**src/rtl/branch_predict_unit_pkg.sv**
```systemverilog
// Shared encodings for the branch predictor: branch types, 2-bit counter states
// and the saturating counter update.
package branch_predict_unit_pkg;

    typedef enum logic [2:0] {
        BR_NOBRANCH = 3'd0,
        BR_BEQ      = 3'd1,
        BR_BNE      = 3'd2,
        BR_BLT      = 3'd3,
        BR_BLTU     = 3'd4,
        BR_BGE      = 3'd5,
        BR_BGEU     = 3'd6
    } br_type_e;

    localparam logic [1:0] CTR_SNT = 2'b00;
    localparam logic [1:0] CTR_WNT = 2'b01;
    localparam logic [1:0] CTR_WT  = 2'b10;
    localparam logic [1:0] CTR_ST  = 2'b11;

    function automatic logic [1:0] ctr_next(input logic [1:0] c, input logic taken);
        if (taken)
            return (c == CTR_ST) ? c : c + 2'd1;
        else
            return (c == CTR_SNT) ? c : c - 2'd1;
    endfunction

endpackage

```
**src/rtl/branch_predict_unit_compare.sv**
```systemverilog
// Combinational RV32 branch condition evaluation: returns the raw taken flag
// for the given branch type and forwarded operands.
module branch_compare
    import branch_predict_unit_pkg::*;
#(
    parameter int XLEN = 32
) (
    input  logic [2:0]      br_type,
    input  logic [XLEN-1:0] op1,
    input  logic [XLEN-1:0] op2,
    output logic            taken
);

    br_type_e bt;
    assign bt = br_type_e'(br_type);

    always_comb begin
        taken = 1'b0;
        case (bt)
            BR_BEQ:  taken = (op1 == op2);
            BR_BNE:  taken = (op1 != op2);
            BR_BLT:  taken = ($signed(op1) <  $signed(op2));
            BR_BGE:  taken = ($signed(op1) >= $signed(op2));
            BR_BLTU: taken = (op1 <  op2);
            BR_BGEU: taken = (op1 >= op2);
            default: taken = 1'b0;
        endcase
    end

endmodule

```
**src/rtl/branch_predict_unit.sv**
```systemverilog
// Direct-mapped BHT + BTB predictor with EX-stage resolve and mispredict redirect.
// Optional BRANCH_STATS_EN adds branch/mispredict event counters.
module branch_predict_unit
    import branch_predict_unit_pkg::*;
#(
    parameter int         XLEN        = 32,
    parameter int         BHT_ENTRIES = 64,
    parameter int         TAG_W       = 8,
    parameter logic [1:0] CTR_INIT    = CTR_WNT
) (
    input  logic            clk,
    input  logic            rst_n,
    input  logic [XLEN-1:0] PCF,
    output logic            PredTakenF,
    output logic [XLEN-1:0] PredTargetF,
    input  logic            ValidE,
    input  logic            StallE,
    input  logic [2:0]      BranchTypeE,
    input  logic [XLEN-1:0] Operand1E,
    input  logic [XLEN-1:0] Operand2E,
    input  logic [XLEN-1:0] PCE,
    input  logic [XLEN-1:0] TargetE,
    input  logic            PredTakenE,
    input  logic [XLEN-1:0] PredTargetE,
    output logic            BranchE,
    output logic            MispredE,
    output logic [XLEN-1:0] RedirectPCE
`ifdef BRANCH_STATS_EN
    ,
    output logic [31:0]     BranchCntE,
    output logic [31:0]     MispredCntE
`endif
);

    localparam int IDX_W = $clog2(BHT_ENTRIES);

    logic [BHT_ENTRIES-1:0][1:0]       ctr;
    logic [BHT_ENTRIES-1:0]            valid;
    logic [BHT_ENTRIES-1:0][TAG_W-1:0] tag;
    logic [BHT_ENTRIES-1:0][XLEN-1:0]  tgt;

    logic [IDX_W-1:0] fidx, eidx;
    logic [TAG_W-1:0] ftag, etag;
    logic             hit, active, cmp_taken, mis_raw;

    assign fidx = PCF[IDX_W+1:2];
    assign ftag = PCF[IDX_W+2 +: TAG_W];
    assign eidx = PCE[IDX_W+1:2];
    assign etag = PCE[IDX_W+2 +: TAG_W];

    // Byte offset and PC bits above the tag never take part in the lookup.
    logic unused_pcf;
    assign unused_pcf = ^{PCF[1:0], PCF[XLEN-1:IDX_W+2+TAG_W]};

    // Lookup reads pre-update table state; a same-cycle train is not bypassed.
    assign hit         = valid[fidx] && (tag[fidx] == ftag);
    assign PredTakenF  = hit && ctr[fidx][1];
    assign PredTargetF = PredTakenF ? tgt[fidx] : '0;

    branch_compare #(.XLEN(XLEN)) u_cmp (
        .br_type (BranchTypeE),
        .op1     (Operand1E),
        .op2     (Operand2E),
        .taken   (cmp_taken)
    );

    assign active      = ValidE && !StallE && (BranchTypeE != BR_NOBRANCH);
    assign BranchE     = active && cmp_taken;
    assign mis_raw     = (BranchE != PredTakenE) ||
                         (BranchE && PredTakenE && (PredTargetE != TargetE));
    assign MispredE    = active && mis_raw;
    assign RedirectPCE = !MispredE ? '0 : (BranchE ? TargetE : PCE + XLEN'(4));

    always_ff @(posedge clk or negedge rst_n) begin
        if (!rst_n) begin
            for (int i = 0; i < BHT_ENTRIES; i++) ctr[i] <= CTR_INIT;
            valid <= '0;
            tag   <= '0;
            tgt   <= '0;
        end else if (active) begin
            ctr[eidx] <= ctr_next(ctr[eidx], BranchE);
            // Only taken branches allocate, so an alias is evicted on its next taken resolve.
            if (BranchE) begin
                valid[eidx] <= 1'b1;
                tag[eidx]   <= etag;
                tgt[eidx]   <= TargetE;
            end
        end
    end

`ifdef BRANCH_STATS_EN
    always_ff @(posedge clk or negedge rst_n) begin
        if (!rst_n) begin
            BranchCntE  <= '0;
            MispredCntE <= '0;
        end else if (active) begin
            BranchCntE <= BranchCntE + 32'd1;
            if (MispredE) MispredCntE <= MispredCntE + 32'd1;
        end
    end
`endif

endmodule

```
**config.mk**
```make
export PLATFORM = sky130hd
export DESIGN_NAME = branch_predict_unit
export DESIGN_NICKNAME = d
export VERILOG_FILES = /design/src/rtl/branch_predict_unit_pkg.sv /design/src/rtl/branch_predict_unit_compare.sv /design/src/rtl/branch_predict_unit.sv
export SDC_FILE = /design/constraint.sdc
export NUM_CORES = 2
export LEC_CHECK = 0
export ABC_AREA = 0
export CORE_ASPECT_RATIO = 2
export CORE_MARGIN = 2
export CORE_UTILIZATION = 67
export CTS_CLUSTER_DIAMETER = 100
export DETAILED_ROUTE_END_ITERATION = 6
export GPL_ROUTABILITY_DRIVEN = 0
export PLACE_DENSITY_LB_ADDON = 0.08
export SLEW_MARGIN = 20
export SYNTH_ARGS = -nofsm -noshare
export SYNTH_HDL_FRONTEND = slang
export SYNTH_SLANG_ARGS = --single-unit
```
**constraint.sdc**
```tcl
create_clock -name clk -period 17.8 [get_ports clk]
set_input_delay 5.34 -clock clk [delete_from_list [all_inputs] [get_ports clk]]
set_output_delay 5.34 -clock clk [all_outputs]
set_load 0.01 [all_outputs]
```
# Word-level counts from Yosys, hierarchy flattened
# Index checks and enable logic that the tools add are counted.
# word_totals
regBits	2752
latchBits	0
mem_bits_rw	0
rom_bits	0
inputBits	200
out_inout_bits	67
elab_cells	259
mem_count	0
# classes
addsub	3
n_mul	0
n_div	0
n_lt_le_gt_ge	7
n_eq_ne	12
n_shift	0
muxes	29
n_bitwise	1
reduce_logical	14
# ops
operator	n
2048-bit bitwise mux	1
512-bit bitwise mux	1
32-bit binary-select mux with 6-bit select	1
32-bit demux with 6-bit select	1
32-bit two-way mux	5
128-bit bitwise mux	1
32-bit greater-or-equal comparator	2
32-bit less-than comparator	2
32-bit != test	2
64-bit bitwise OR	1
8-bit binary-select mux with 6-bit select	1
8-bit demux with 6-bit select	1
32-bit by 3-bit adder with 32-bit output, second input constant	1
32-bit == test	1
2-bit binary-select mux with 6-bit select	2
8-bit two-way mux	2
6-bit by 7-bit less-than comparator with 1-bit output, second input constant	2
2-bit two-way mux	7
2-bit demux with 6-bit select	1
3-bit == test, second input constant	3
1-bit logical AND	9
8-bit == test	1
1-bit binary-select mux with 6-bit select	1
1-bit demux with 6-bit select	1
14 further kinds	16

# Depth between registers and ports, before layout
# logic_depth
ltp_word	9
ltp_mapped	19
depth_no_buf	16

# Hierarchy
# Synthesis repeated with hierarchy kept, for this count alone.
# hier_totals
cells_unflattened	8518
area_unflattened_um2	126361.2
# by_module_without_submodules
mod	instances	cells_each	area_each_um2
branch_predict_unit	1	8389	125411.5
branch_compare	1	129	949.7

# Least setup slack after synthesis
# No wires, ideal clock.
# synth_timing
path_type	input to output
from	input Operand2E[31]
to	output RedirectPCE[10]
t_arrival_ps	8779
required_ps	12460
slack_ps	3681
cell_stages	18
path_buffers	4
path_cell_list	inv_1 > ha_1 > nand4_1 > nor4_1 > and3_1 > mux2_2 > o211ai_1 > mux2i_1 > nand2_1 > buf_2 > inv_1 > buf_2 > ha_1 > a21oi_1 > or2_2 > clkbuf_1 > clkbuf_1 > a211oi_1
# synth_between
elab_chain_cells	8
word_cells_on_any_way	15
# synth_lines
item	line_no	text
start, declared	branch_predict_unit.sv:20	input logic [XLEN-1:0] Operand2E,
32-bit greater-or-equal comparator, or another cell as far along	branch_predict_unit_compare.sv:25	BR_BGEU: taken = (op1 >= op2);
1-bit one-hot mux with 6 select lines (*)	branch_predict_unit_compare.sv:19	case (bt)
1-bit logical AND (*)	branch_predict_unit.sv:68	assign BranchE = active && cmp_taken;
net BranchE	branch_predict_unit.sv:25	output logic BranchE,
1-bit logical AND (2 in series)	branch_predict_unit.sv:70	(BranchE && PredTakenE && (PredTargetE != TargetE));
1-bit logical OR	branch_predict_unit.sv:69	assign mis_raw = (BranchE != PredTakenE) ||
1-bit logical AND	branch_predict_unit.sv:71	assign MispredE = active && mis_raw;
32-bit two-way mux (*)	branch_predict_unit.sv:72	assign RedirectPCE = !MispredE ? '0 : (BranchE ? TargetE : PCE + XLEN'(4));
end, declared	branch_predict_unit.sv:27	output logic [XLEN-1:0] RedirectPCE
# The timed path passes the listed nets; every way through them passes the cells marked *.

# Worst setup path in the final report
# layout_timing
from	input Operand2E[1]
to	output RedirectPCE[10]
# layout_between
elab_chain_cells	8
word_cells_on_any_way	15
# layout_lines
item	line_no
32-bit greater-or-equal comparator, or another cell as far along	branch_predict_unit_compare.sv:25
1-bit one-hot mux with 6 select lines (*)	branch_predict_unit_compare.sv:19
1-bit logical AND (*)	branch_predict_unit.sv:68
1-bit logical AND (2 in series)	branch_predict_unit.sv:70
1-bit logical OR	branch_predict_unit.sv:69
1-bit logical AND	branch_predict_unit.sv:71
32-bit two-way mux (*)	branch_predict_unit.sv:72
# Every way passes the cells marked *; elsewhere a longest branch is shown, timed or not.

==> impl_metrics.toml <==
[sta]
period_needed_ns = 16.42
worst_pin_slew_ns = 1.32
fin_crit_sh = 0.922
skew_ns = 0.0345
setup_viol = 0
timing.fmax_mhz = 60.9
final_hold_viol_count = 0
rsz0062_at_grt = "no"
tns_ns = 0
fin_hold_ws_ns = 0.470
drv_slew = 0
slew-limit-headroom = 0.112

[clocking]
numClockSinks = 2752
cts_made_buffers = 235
root_buffer = "clkbuf_16"
cts_setup_buffers = 0
ctsResizeCount = 0
clockBufferDepth = 4
tritoncts = "done"
h-tree-depth = 4
clkTransAtPathRegs_ns = 0.07
hold_buffers = 0
clk-insertion-delay-late_ns = 0.89

[worst_setup_path]
worstSetupStartpointType = "primary input"
reg2reg_setup_slack_ns = 13.14
r2r_end = "ctr[88]$_DFFE_PN1P_"
r2r_cells = 9
crit_type = "primary input to primary output"
r2r_start = "ctr[89]$_DFFE_PN0P_"
arrival_ns = 11.08
end_kind = "primary output"
cp_data_required_time_ns = 12.46
cp_max_fo = 33

[global_route]
grt_usage = 0.408
grt_overflow = 0
grt_pass1_wl_um = 564000
antenna_found_initial = 19
grt_pass1_vias = 83100
grt_max_degree = 194

[detailed_routing]
drcViolationCount = 3
antenna_left = 0
wl_um = 386000
routedWlPerCell_um = 35.6
vias = 77400
drt_pass1_iterations = 7
drt_iter0_drc = 7908
via_per_inst = 7.12

[synth]
yosys-mux-area-fraction = 0.368
syn_avg_cell_area_um2 = 15.3
yosys.area_share.simple = 0.0274
synthCells = 8292
synth_nets = 8526
synth_cell_types = 75
synth_edf_count = 0
synth_compound_area_frac = 0.0234
ys_warn_count = 0
synth_seq_area_share = 0.544
netlist_area_mm2 = 0.127
synthXorXnorAreaFrac = 0.00463
ys.flop_type = "dfrtp_1"
async_flop_share = 1.00
ys_ff_latch = 2752
synth_top_family_by_area = "multiplexers"
synthAdderAreaFrac = 0.00352

[finish]
final_nets = 8418
areaGrowthSynthToFinish_pct = 9.84
layout-drive-gt1-share = 0.498
fin_cells = 10900
final_util = 0.741

[floorplanning]
die_w_um = 311
ios = 267
core_area_mm2 = 0.188
die_y_um = 619
die_area_mm2 = 0.193
num_rows = 225
start_util = 0.675

[placed_design]
port_buffers = 248
dp_hpwl_um = 227000
placedCellCount = 10400

[power_and_ir_drop]
powerDensity_mw_per_mm2 = 93.6
ir_worst_vdd_uv = 89.3
p_leak_uw = 0.0661

[run_status]
outcome = "finished, violations left"
violations = "design-rule violations"

[min_path]
hp-start = "valid[44]$_DFFE_PN0P_"
holdCritPathClass = "flip-flop to flip-flop"
hold_end = "valid[44]$_DFFE_PN0P_"
min_path_cells = 1

[flow_run]
timing.max_cap.violations = 0
==> synthesized netlist by cell type, drive strengths merged (26+ instances only) <==
cell | instances | area share
xnor2 | 42 | 0.0029
o21ai | 168 | 0.0066
nor2 | 100 | 0.0030
nand2b | 39 | 0.0019
o22ai | 26 | 0.0013
a21oi | 49 | 0.0019
nand2 | 306 | 0.0091
a31oi | 35 | 0.0017
dfrtp | 2688 | 0.53
clkbuf | 520 | 0.015
a211oi | 39 | 0.0024
inv | 42 | 0.0012
buf | 311 | 0.012
mux2 | 2573 | 0.23
mux2i | 30 | 0.0024
nor3 | 42 | 0.0019
a22oi | 54 | 0.0032
mux4 | 772 | 0.14
dfstp | 64 | 0.013
or2 | 37 | 0.0018
nand3 | 93 | 0.0037
ha | 34 | 0.0034
==> metal layers <==
layer	vias to the layer above	GRT usage	routed length, µm
met2	4007	0.657	187000
met3	1488	0.0880	33200
li1	30400	-	-
met1	41500	0.491	132000
met5	-	0	44
met4	8	0.297	34000
==> power breakdown <==
group / internal, µW / switching [µW] / total, µW
clock: 2920 / 2320 / 5250
combinational: 496 / 600 / 1100
sequential: 6530 / 145 / 6680
total: 9950 / 3070 / 13000
==> layout make-up <==
class	count	area, µm²
Fill cell	11800	48600
Clock inverter	62	747
Antenna cell	13	32.5
Inverter	42	171
Tap cell	2497	3120
Timing Repair Buffer	486	4390
Clock buffer	342	6930
Multi-Input combinational cell	4667	54800
Sequential cell	2752	68900
==> worst max path at each step <==
stage / end / from / depth (start not counted) / slack [ns]
2_1_floorplan: RedirectPCE[10] / Operand2E[31] / 18 / 3.68
5_1_grt: RedirectPCE[9] / Operand2E[31] / 16 / 1.18
6_report: RedirectPCE[10] / Operand2E[1] / 16 / 1.38
3_3_place_gp: RedirectPCE[29] / Operand2E[11] / 16 / 1.52
3_5_place_dp: RedirectPCE[29] / Operand2E[14] / 16 / 1.46
4_1_cts: RedirectPCE[29] / Operand2E[14] / 16 / 1.44
==> cells by family after synthesis <==
logic type,Yosys count
AOI/OAI and AO/OA,460
xor gates and xnor gates,67
adders and majority gates,36
buffers and inverters,873
DFF,2752
muxes,3375
and+or+nand+nor,729
==> worst max-delay path, cell delays in order <==
cell,delay (ns)
clkdlybuf4s50_1,0.47
inv_1,0.05
ha_1,0.28
nor2b_1,0.14
o211ai_1,0.15
a21boi_0,0.11
or4_1,0.53
a211oi_1,0.37
mux2i_1,0.96
nand2_4,0.21
clkinv_2,0.32
ha_1,0.21
a21oi_1,0.05
or2_2,0.59
a211oi_1,0.57
clkdlybuf4s50_1,0.64
==> sequential cells by signal, indices dropped and copies added (netlist names) <==
name   flops
tgt     2048
valid     64
ctr      128
tag      512
==> layout by cell type, fill, tap and decap left out, drive strengths merged, types with 34 or more instances in the layout <==
master | netlist | final
nand3 | 93 | 93
o21ai | 168 | 168
clkbuf | 520 | 342
a31oi | 35 | 35
nor3 | 42 | 42
or2 | 37 | 37
a21oi | 49 | 49
a22oi | 54 | 54
dfrtp | 2688 | 2688
clkinv | 0 | 43
a211oi | 39 | 39
inv | 42 | 41
mux2 | 2573 | 2573
mux4 | 772 | 772
nor2 | 100 | 100
clkdlybuf4s50 | 0 | 198
nand2 | 306 | 306
buf | 311 | 288
xnor2 | 42 | 42
ha | 34 | 34
dfstp | 64 | 64
nand2b | 39 | 39
==> stage by stage <==
step	area, µm²	worst slack [ns]	total power, µW
after floorplan	127000	3.68	7420
after global placement	131000	1.52	7810
after detailed placement	131000	1.46	7880
after CTS	139000	1.44	13000
after global routing	139000	1.18	13400
final	139000	1.38	13000
Power figures use the tool's default switching activity.
